<file path="src/rtl/vga_timing_if.sv">
// Bundle between the VGA timing generator and its consumers.
// master drives x/y, syncs, blank, frame pulse/count; slave drives run.
interface vga_timing_if;
    logic        run;
    logic [9:0]  x;
    logic [9:0]  y;
    logic        pix_tick;
    logic        hsync_n;
    logic        vsync_n;
    logic        blank_n;
    logic        frame_start;
    logic [15:0] frame_count;

    modport master (
        input  run,
        output x,
        output y,
        output pix_tick,
        output hsync_n,
        output vsync_n,
        output blank_n,
        output frame_start,
        output frame_count
    );

    modport slave (
        output run,
        input  x,
        input  y,
        input  pix_tick,
        input  hsync_n,
        input  vsync_n,
        input  blank_n,
        input  frame_start,
        input  frame_count
    );
endinterface

</file>
<file path="src/rtl/vga_timing.sv">
// VGA raster timing generator: pixel-enable divider, x/y counters,
// decoded sync/blank, frame pulse and frame counter.
// Ports: clk, rst (sync, active-high), bus (vga_timing_if.master).
module vga_timing #(
    parameter int H_SYNC   = 96,
    parameter int H_BP     = 48,
    parameter int H_ACTIVE = 640,
    parameter int H_FP     = 16,
    parameter int V_SYNC   = 2,
    parameter int V_BP     = 33,
    parameter int V_ACTIVE = 480,
    parameter int V_FP     = 10
) (
    input  logic          clk,
    input  logic          rst,
    vga_timing_if.master  bus
);

    // 11-bit compare constants keep parameter sums from overflowing
    localparam logic [10:0] H_TOTAL =
        11'(H_SYNC + H_BP + H_ACTIVE + H_FP);
    localparam logic [10:0] V_TOTAL =
        11'(V_SYNC + V_BP + V_ACTIVE + V_FP);
    localparam logic [10:0] H_SYNC_W = 11'(H_SYNC);
    localparam logic [10:0] V_SYNC_W = 11'(V_SYNC);
    localparam logic [10:0] H_VIS_LO = 11'(H_SYNC + H_BP);
    localparam logic [10:0] H_VIS_HI = 11'(H_SYNC + H_BP + H_ACTIVE);
    localparam logic [10:0] V_VIS_LO = 11'(V_SYNC + V_BP);
    localparam logic [10:0] V_VIS_HI = 11'(V_SYNC + V_BP + V_ACTIVE);
    localparam logic [10:0] H_LAST   = H_TOTAL - 11'd1;
    localparam logic [10:0] V_LAST   = V_TOTAL - 11'd1;

    logic        tick_q;
    logic [10:0] x_q;
    logic [10:0] y_q;
    logic [15:0] frame_cnt;

    logic adv;
    logic x_last;
    logic y_last;

    // one pixel step per pixel-clock enable, only while running
    assign adv    = bus.run & tick_q;
    assign x_last = (x_q == H_LAST);
    assign y_last = (y_q == V_LAST);

    always_ff @(posedge clk) begin
        if (rst) begin
            tick_q <= 1'b0;
        end else if (bus.run) begin
            tick_q <= ~tick_q;
        end
    end

    always_ff @(posedge clk) begin
        if (rst) begin
            x_q <= 11'd0;
        end else if (adv) begin
            x_q <= x_last ? 11'd0 : x_q + 11'd1;
        end
    end

    always_ff @(posedge clk) begin
        if (rst) begin
            y_q <= 11'd0;
        end else if (adv && x_last) begin
            y_q <= y_last ? 11'd0 : y_q + 11'd1;
        end
    end

    // counts frames completed: bumps on the edge x and y both wrap
    always_ff @(posedge clk) begin
        if (rst) begin
            frame_cnt <= 16'd0;
        end else if (adv && x_last && y_last) begin
            frame_cnt <= frame_cnt + 16'd1;
        end
    end

    assign bus.x           = x_q[9:0];
    assign bus.y           = y_q[9:0];
    assign bus.pix_tick    = tick_q;
    assign bus.frame_count = frame_cnt;

    // decoded straight from the registered counters, no extra latency
    assign bus.hsync_n = (x_q >= H_SYNC_W);
    assign bus.vsync_n = (y_q >= V_SYNC_W);
    assign bus.blank_n = (x_q >= H_VIS_LO) && (x_q < H_VIS_HI) &&
                         (y_q >= V_VIS_LO) && (y_q < V_VIS_HI);

    // second clk of raster position (0,0): the pixel-enable cycle
    assign bus.frame_start = adv && (x_q == 11'd0) && (y_q == 11'd0);

endmodule

</file>
<file path="src/flat_wrapper.sv">
// flat-port wrapper written by rule: the top's interface ports become plain ports
module vga_timing_flat 
#(
    parameter int H_SYNC   = 96,
    parameter int H_BP     = 48,
    parameter int H_ACTIVE = 640,
    parameter int H_FP     = 16,
    parameter int V_SYNC   = 2,
    parameter int V_BP     = 33,
    parameter int V_ACTIVE = 480,
    parameter int V_FP     = 10
)
  (clk, rst, bus_run, bus_x, bus_y, bus_pix_tick, bus_hsync_n, bus_vsync_n, bus_blank_n, bus_frame_start, bus_frame_count);
  vga_timing_if bus_i ();
  input  logic clk;
  input  logic rst;
  input wire logic [$bits(bus_i.run)-1:0] bus_run;
  output wire logic [$bits(bus_i.x)-1:0] bus_x;
  output wire logic [$bits(bus_i.y)-1:0] bus_y;
  output wire logic [$bits(bus_i.pix_tick)-1:0] bus_pix_tick;
  output wire logic [$bits(bus_i.hsync_n)-1:0] bus_hsync_n;
  output wire logic [$bits(bus_i.vsync_n)-1:0] bus_vsync_n;
  output wire logic [$bits(bus_i.blank_n)-1:0] bus_blank_n;
  output wire logic [$bits(bus_i.frame_start)-1:0] bus_frame_start;
  output wire logic [$bits(bus_i.frame_count)-1:0] bus_frame_count;
  assign bus_i.run = bus_run;
  assign bus_x = bus_i.x;
  assign bus_y = bus_i.y;
  assign bus_pix_tick = bus_i.pix_tick;
  assign bus_hsync_n = bus_i.hsync_n;
  assign bus_vsync_n = bus_i.vsync_n;
  assign bus_blank_n = bus_i.blank_n;
  assign bus_frame_start = bus_i.frame_start;
  assign bus_frame_count = bus_i.frame_count;
  vga_timing #(.H_SYNC(H_SYNC), .H_BP(H_BP), .H_ACTIVE(H_ACTIVE), .H_FP(H_FP), .V_SYNC(V_SYNC), .V_BP(V_BP), .V_ACTIVE(V_ACTIVE), .V_FP(V_FP)) u_core (.clk(clk), .rst(rst), .bus(bus_i));
endmodule
</file>
<file path="config.mk">
export PLATFORM = sky130hd
export DESIGN_NAME = vga_timing_flat
export DESIGN_NICKNAME = d
export VERILOG_FILES = /design/src/rtl/vga_timing_if.sv /design/src/rtl/vga_timing.sv /design/src/flat_wrapper.sv
export SDC_FILE = /design/constraint.sdc
export NUM_CORES = 1
export LEC_CHECK = 0
export CAP_MARGIN = 25
export CORE_MARGIN = 1.5
export CORE_UTILIZATION = 55
export CTS_BUF_LIST = sky130_fd_sc_hd__clkbuf_2 sky130_fd_sc_hd__clkbuf_4 sky130_fd_sc_hd__clkbuf_8
export CTS_CLUSTER_DIAMETER = 120
export DETAILED_ROUTE_END_ITERATION = 8
export PLACE_DENSITY_LB_ADDON = 0.1
export REMOVE_ABC_BUFFERS = 1
export SLEW_MARGIN = 5
export SYNTH_ARGS = -nofsm -noshare
export SYNTH_HDL_FRONTEND = slang
export SYNTH_SLANG_ARGS = --single-unit
</file>
<file path="constraint.sdc">
create_clock -name clk -period 7 [get_ports clk]
set_clock_uncertainty 0.2 [all_clocks]
set_input_delay 2.1 -clock clk [delete_from_list [all_inputs] [get_ports clk]]
set_output_delay 2.1 -clock clk [all_outputs]
set_load 0.02 [all_outputs]
</file>
After elaboration in Yosys (flattened, before gate mapping)
Index checks and enable logic that the tools add are counted.
Cells by class
  add/sub/neg operators: 3
  equal/unequal tests: 2
  mux-type cells: 2
  magnitude comparators: 6
  bitwise logic cells: 2
  reduce and logical (&&, ||, !) cells: 9
Operators with widths (number)
  adder 11 x 1 -> 11 bit (second input constant): 2
  == test 11 x 10 -> 1 bit (second input constant): 2
  zero test 11 bit: 2
  < comparator 11 x 10 -> 1 bit (second input constant): 2
  2-to-1 mux 11 bit: 2
  adder 16 x 1 -> 16 bit (second input constant): 1
  >= comparator 11 x 2 -> 1 bit (second input constant): 1
  >= comparator 11 x 6 -> 1 bit (second input constant): 1
  >= comparator 11 x 7 -> 1 bit (second input constant): 1
  >= comparator 11 x 8 -> 1 bit (second input constant): 1
  logical AND 1 bit: 7
  bitwise AND 1 bit: 1
  inverter 1 bit: 1
Word-level totals
  output and inout port bits: 41
  logic and storage cells: 28
  input port bits: 3
  bits in registers: 39

Logic depth before layout (Yosys ltp)
  depth in word-level cells: 4
  gate-level depth with buffers: 8
  mapped depth without buffers: 6

Worst setup path after synthesis
Ideal clock, no wire load.
  path type: in2out
  start: in bus_run
  end: out bus_frame_start
  path slack: 1.894 ns
  data required time: 4.700 ns
  buffers on the path: 0
  data arrival time: 2.806 ns
  stages on the path: 4
  path through: nand2_1 > nor4_1 > nand3_1 > nor2_1
On the way
  longest elaborated chain between the ends: 3
RTL lines
  from (decl): RTL line flat_wrapper.sv:17  | input wire logic [$bits(bus_i.run)-1:0] bus_run;
  bitwise AND 1 bit: RTL line vga_timing.sv:43  | assign adv = bus.run & tick_q;
  logical AND 1 bit (2 in a row): RTL line vga_timing.sv:92  | assign bus.frame_start = adv && (x_q == 11'd0) && (y_q == 11'd0);
  to (decl): RTL line flat_wrapper.sv:24  | output wire logic [$bits(bus_i.frame_start)-1:0] bus_frame_start;
No other way between the ends.

Worst setup path after layout
Same ends and word-level chain as after synthesis.

==> impl_metrics.env <==
export IMPL_layout_min_cycle_time_ns=6.23
export IMPL_insertion_delay_ns=0.29
export IMPL_use_met2_pct=38.1
export IMPL_drtIter0Drc=125
export IMPL_core_area_um2=3970
export IMPL_required_ns=4.70
export IMPL_overflow=0
export IMPL_cts_sinks=39
export IMPL_synthAdderAreaFrac_pct=3.34
export IMPL_synthToLayoutAreaGrowth_pct=17.3
export IMPL_critical_path_max_stage_delay_ns=0.61
export IMPL_crit_path_frequent_cell="clkdlybuf4s50_1"
export IMPL_cts_tree="built"
export IMPL_cts_root_buffer="clkbuf_8"
export IMPL_finalWirelength_um=4900
export IMPL_vias=2064
export IMPL_crit_family="buffers and inverters"
export IMPL_worstMarginPinSlew_ns=0.912
export IMPL_final_common_cell="clkdlybuf4s50_1"
export IMPL_pin_count=44
export IMPL_synth_compound_area_share_pct=14.0
export IMPL_cts_buffers=5
export IMPL_async_flop_share_pct=0
export IMPL_finalSetupTns_ns=0
export IMPL_rows=23
export IMPL_ctsHoldBuffers=0
export IMPL_clkTransAtPathRegs_ns=0.07
export IMPL_hold_path_startpoint="u_core.bus.frame_count[9]"
export IMPL_final_util_pct=66.4
export IMPL_synthSimpleGateAreaFrac_pct=30.3
export IMPL_busiest_layer="met2"
export IMPL_met1_usage_pct=29.9
export IMPL_cts_setup_buffers=0
export IMPL_relSlewSlack_pct=38.7
export IMPL_gp_congestion=0.755
export IMPL_vias_per_cell=5.93
export IMPL_die_x_um=66.9
export IMPL_finalNetCount=306
export IMPL_timing_final_ws_setup_ns=0.774
export IMPL_antenna_cells=0
export IMPL_rrSetupSlack_ns=3.98
export IMPL_ys_warnings_count=0
export IMPL_fmax_mhz=161
export IMPL_cellLeakagePower_nw=0.847
export IMPL_grt_pass1_vias=1819
export IMPL_rsz0062_at_grt="no"
export IMPL_critPathLaunchType="input pin"
export IMPL_place_area_um2=2550
export IMPL_ys_seq_elements=39
export IMPL_die_y_um=66.9
export IMPL_dieArea_um2=4480
export IMPL_synthMuxAreaShare_pct=2.01
export IMPL_max_cap_violations=0
export IMPL_grt_pass1_wl_um=7960
export IMPL_use_met3_pct=4.22
export IMPL_ctsHtreeMaxLevel=2
export IMPL_drc=0
export IMPL_setup_viol=0
export IMPL_preCtsSetupSlack_ns=0.773
export IMPL_end_kind="primary output"
export IMPL_synth_area_um2=2250
export IMPL_crit_type="input pin to primary output"
export IMPL_cp_num_buf_inv=2
export IMPL_final_cell_mix="clkdlybuf4s50_1 (43), dfxtp_1 (39), nor2_1 (23), a21oi_1 (23), or4_1 (19)"
export IMPL_cp_cell_sequence="clkdlybuf4s50_1, nand2_1, nor4_1, nand3_1, nor2_1, clkdlybuf4s50_1"
export IMPL_firstDrtPassIters=4
export IMPL_wire_per_inst_um=14.1
export IMPL_rr_startpoint="u_core.x_q[5]"
export IMPL_syn_area_per_cell_um2=8.05
export IMPL_whs_endpoint="u_core.bus.frame_count[9]"
export IMPL_worst_ep_arrival_time_ns=3.93
export IMPL_crit_path_top_delay_cell="clkdlybuf4s50_1"
export IMPL_drive_above_1_share_pct=5.03
export IMPL_worst_hold_path_type="flop to flop"
export IMPL_drv_slew=0
export IMPL_synth_top_family_by_area="simple AND/OR/NAND/NOR gates"
export IMPL_hpwlAfterDp_um=3450
export IMPL_synthCells=279
export IMPL_fin_total_pwr_mw=0.397
export IMPL_yosysUniqueCellTypes=35
export IMPL_cts_path_max_buffers=2
export IMPL_synth_edff_count=0
export IMPL_cts_resized=0
export IMPL_synth_xor_area_share_pct=4.68
export IMPL_path_max_fanout=6
export IMPL_initial_core_util_pct=56.6
export IMPL_grt_usage_pct=22.9
export IMPL_power_density_nw_per_um2=151
export IMPL_r2r_cells=4
export IMPL_reg2reg_to="u_core.bus.frame_count[13]"
export IMPL_design_area_um2=2640
export IMPL_finalHoldViolations=0
export IMPL_antenna_found_initial=0
export IMPL_port_buffers=43
export IMPL_period_share_pct=88.9
export IMPL_yosysSeqAreaShare_pct=34.8
export IMPL_grt_max_degree=27
export IMPL_min_path_cells=2
export IMPL_ys_flop_type="dfxtp_1"
export IMPL_status="finished clean"
export IMPL_ant_nets=0
export IMPL_ir_worst_vdd_mv=0.130
[flip-flops by register name, indices dropped and copies added, names as in the netlist]
register,cells
u_core.bus.frame_count,16
u_core.x_q,11
u_core.y_q,11
u_core.bus.pix_tick,1
[synthesized netlist by cell type, types with 2 or more instances]
cell type / number / area (um2)
a21boi_0: 2 / 15.0
a21oi_1: 23 / 115
and3_1: 6 / 37.5
and4_1: 4 / 35.0
buf_1: 2 / 7.51
buf_4: 20 / 150
clkbuf_1: 10 / 37.5
dfxtp_1: 39 / 781
ha_1: 6 / 75.1
inv_1: 12 / 45.0
mux2_2: 3 / 33.8
nand2_1: 17 / 63.8
nand2b_1: 2 / 12.5
nand3_1: 18 / 90.1
nand4_1: 8 / 50.1
nor2_1: 23 / 86.3
nor2b_1: 3 / 18.8
nor3_1: 7 / 35.0
nor4_1: 8 / 50.1
o21ai_0: 5 / 25.0
o31ai_1: 15 / 113
or3_1: 5 / 31.3
or4_1: 19 / 143
xnor2_1: 10 / 87.6
xor2_1: 2 / 17.5
[where the power goes]
part	switching [mW]	internal, mW
Clock	0.0774	0.0777
Combinational	0.0101	0.00689
Sequential	0.00170	0.223
[layout make-up]
class | instances | area, um2
fill | 366 | 1340
multi-input combinational | 195 | 1220
sequential | 39 | 781
timing repair buffer | 44 | 438
clock buffer | 7 | 83.8
tap | 50 | 62.6
inverter | 12 | 45.0
clock inverter | 1 | 5.00
[per-stage QoR]
stage / hold WS [ns] / cells
4_1_cts: 0.299 / 348
3_3_place_gp: 0.281 / 340
6_report: 0.295 / 348
5_1_grt: 0.345 / 348
2_1_floorplan: 0.326 / 246
3_5_place_dp: 0.287 / 340
[per-layer routing]
layer  vias up  wire, um
met5         -         0
met4         0        51
met3         7       168
met2        33      2280
met1       980      2400
li1       1044         -
[kinds of logic after synthesis]
logic type / count (synthesis)
XOR/XNOR: 12
AND/OR/NAND/NOR: 123
flip-flops: 39
AO/OA/AOI/OAI: 50
multiplexers: 4
adder cells (fa/ha/maj): 6
buffers and inverters: 45
[worst min-delay path: stages, from the launching register on]
cell,delay [ns]
dfxtp_1,0.33
o31ai_1,0.07
a21oi_1,0.05
[worst max path at each step]
stage               startpoint              end  cells past startpoint
floorplan              bus_run  bus_frame_start                      4
global placement       bus_run  bus_frame_start                      6
detailed placement     bus_run  bus_frame_start                      6
CTS                    bus_run  bus_frame_start                      6
global route           bus_run  bus_frame_start                      6
finish                 bus_run  bus_frame_start                      6
(Power assumes the default switching activity.)
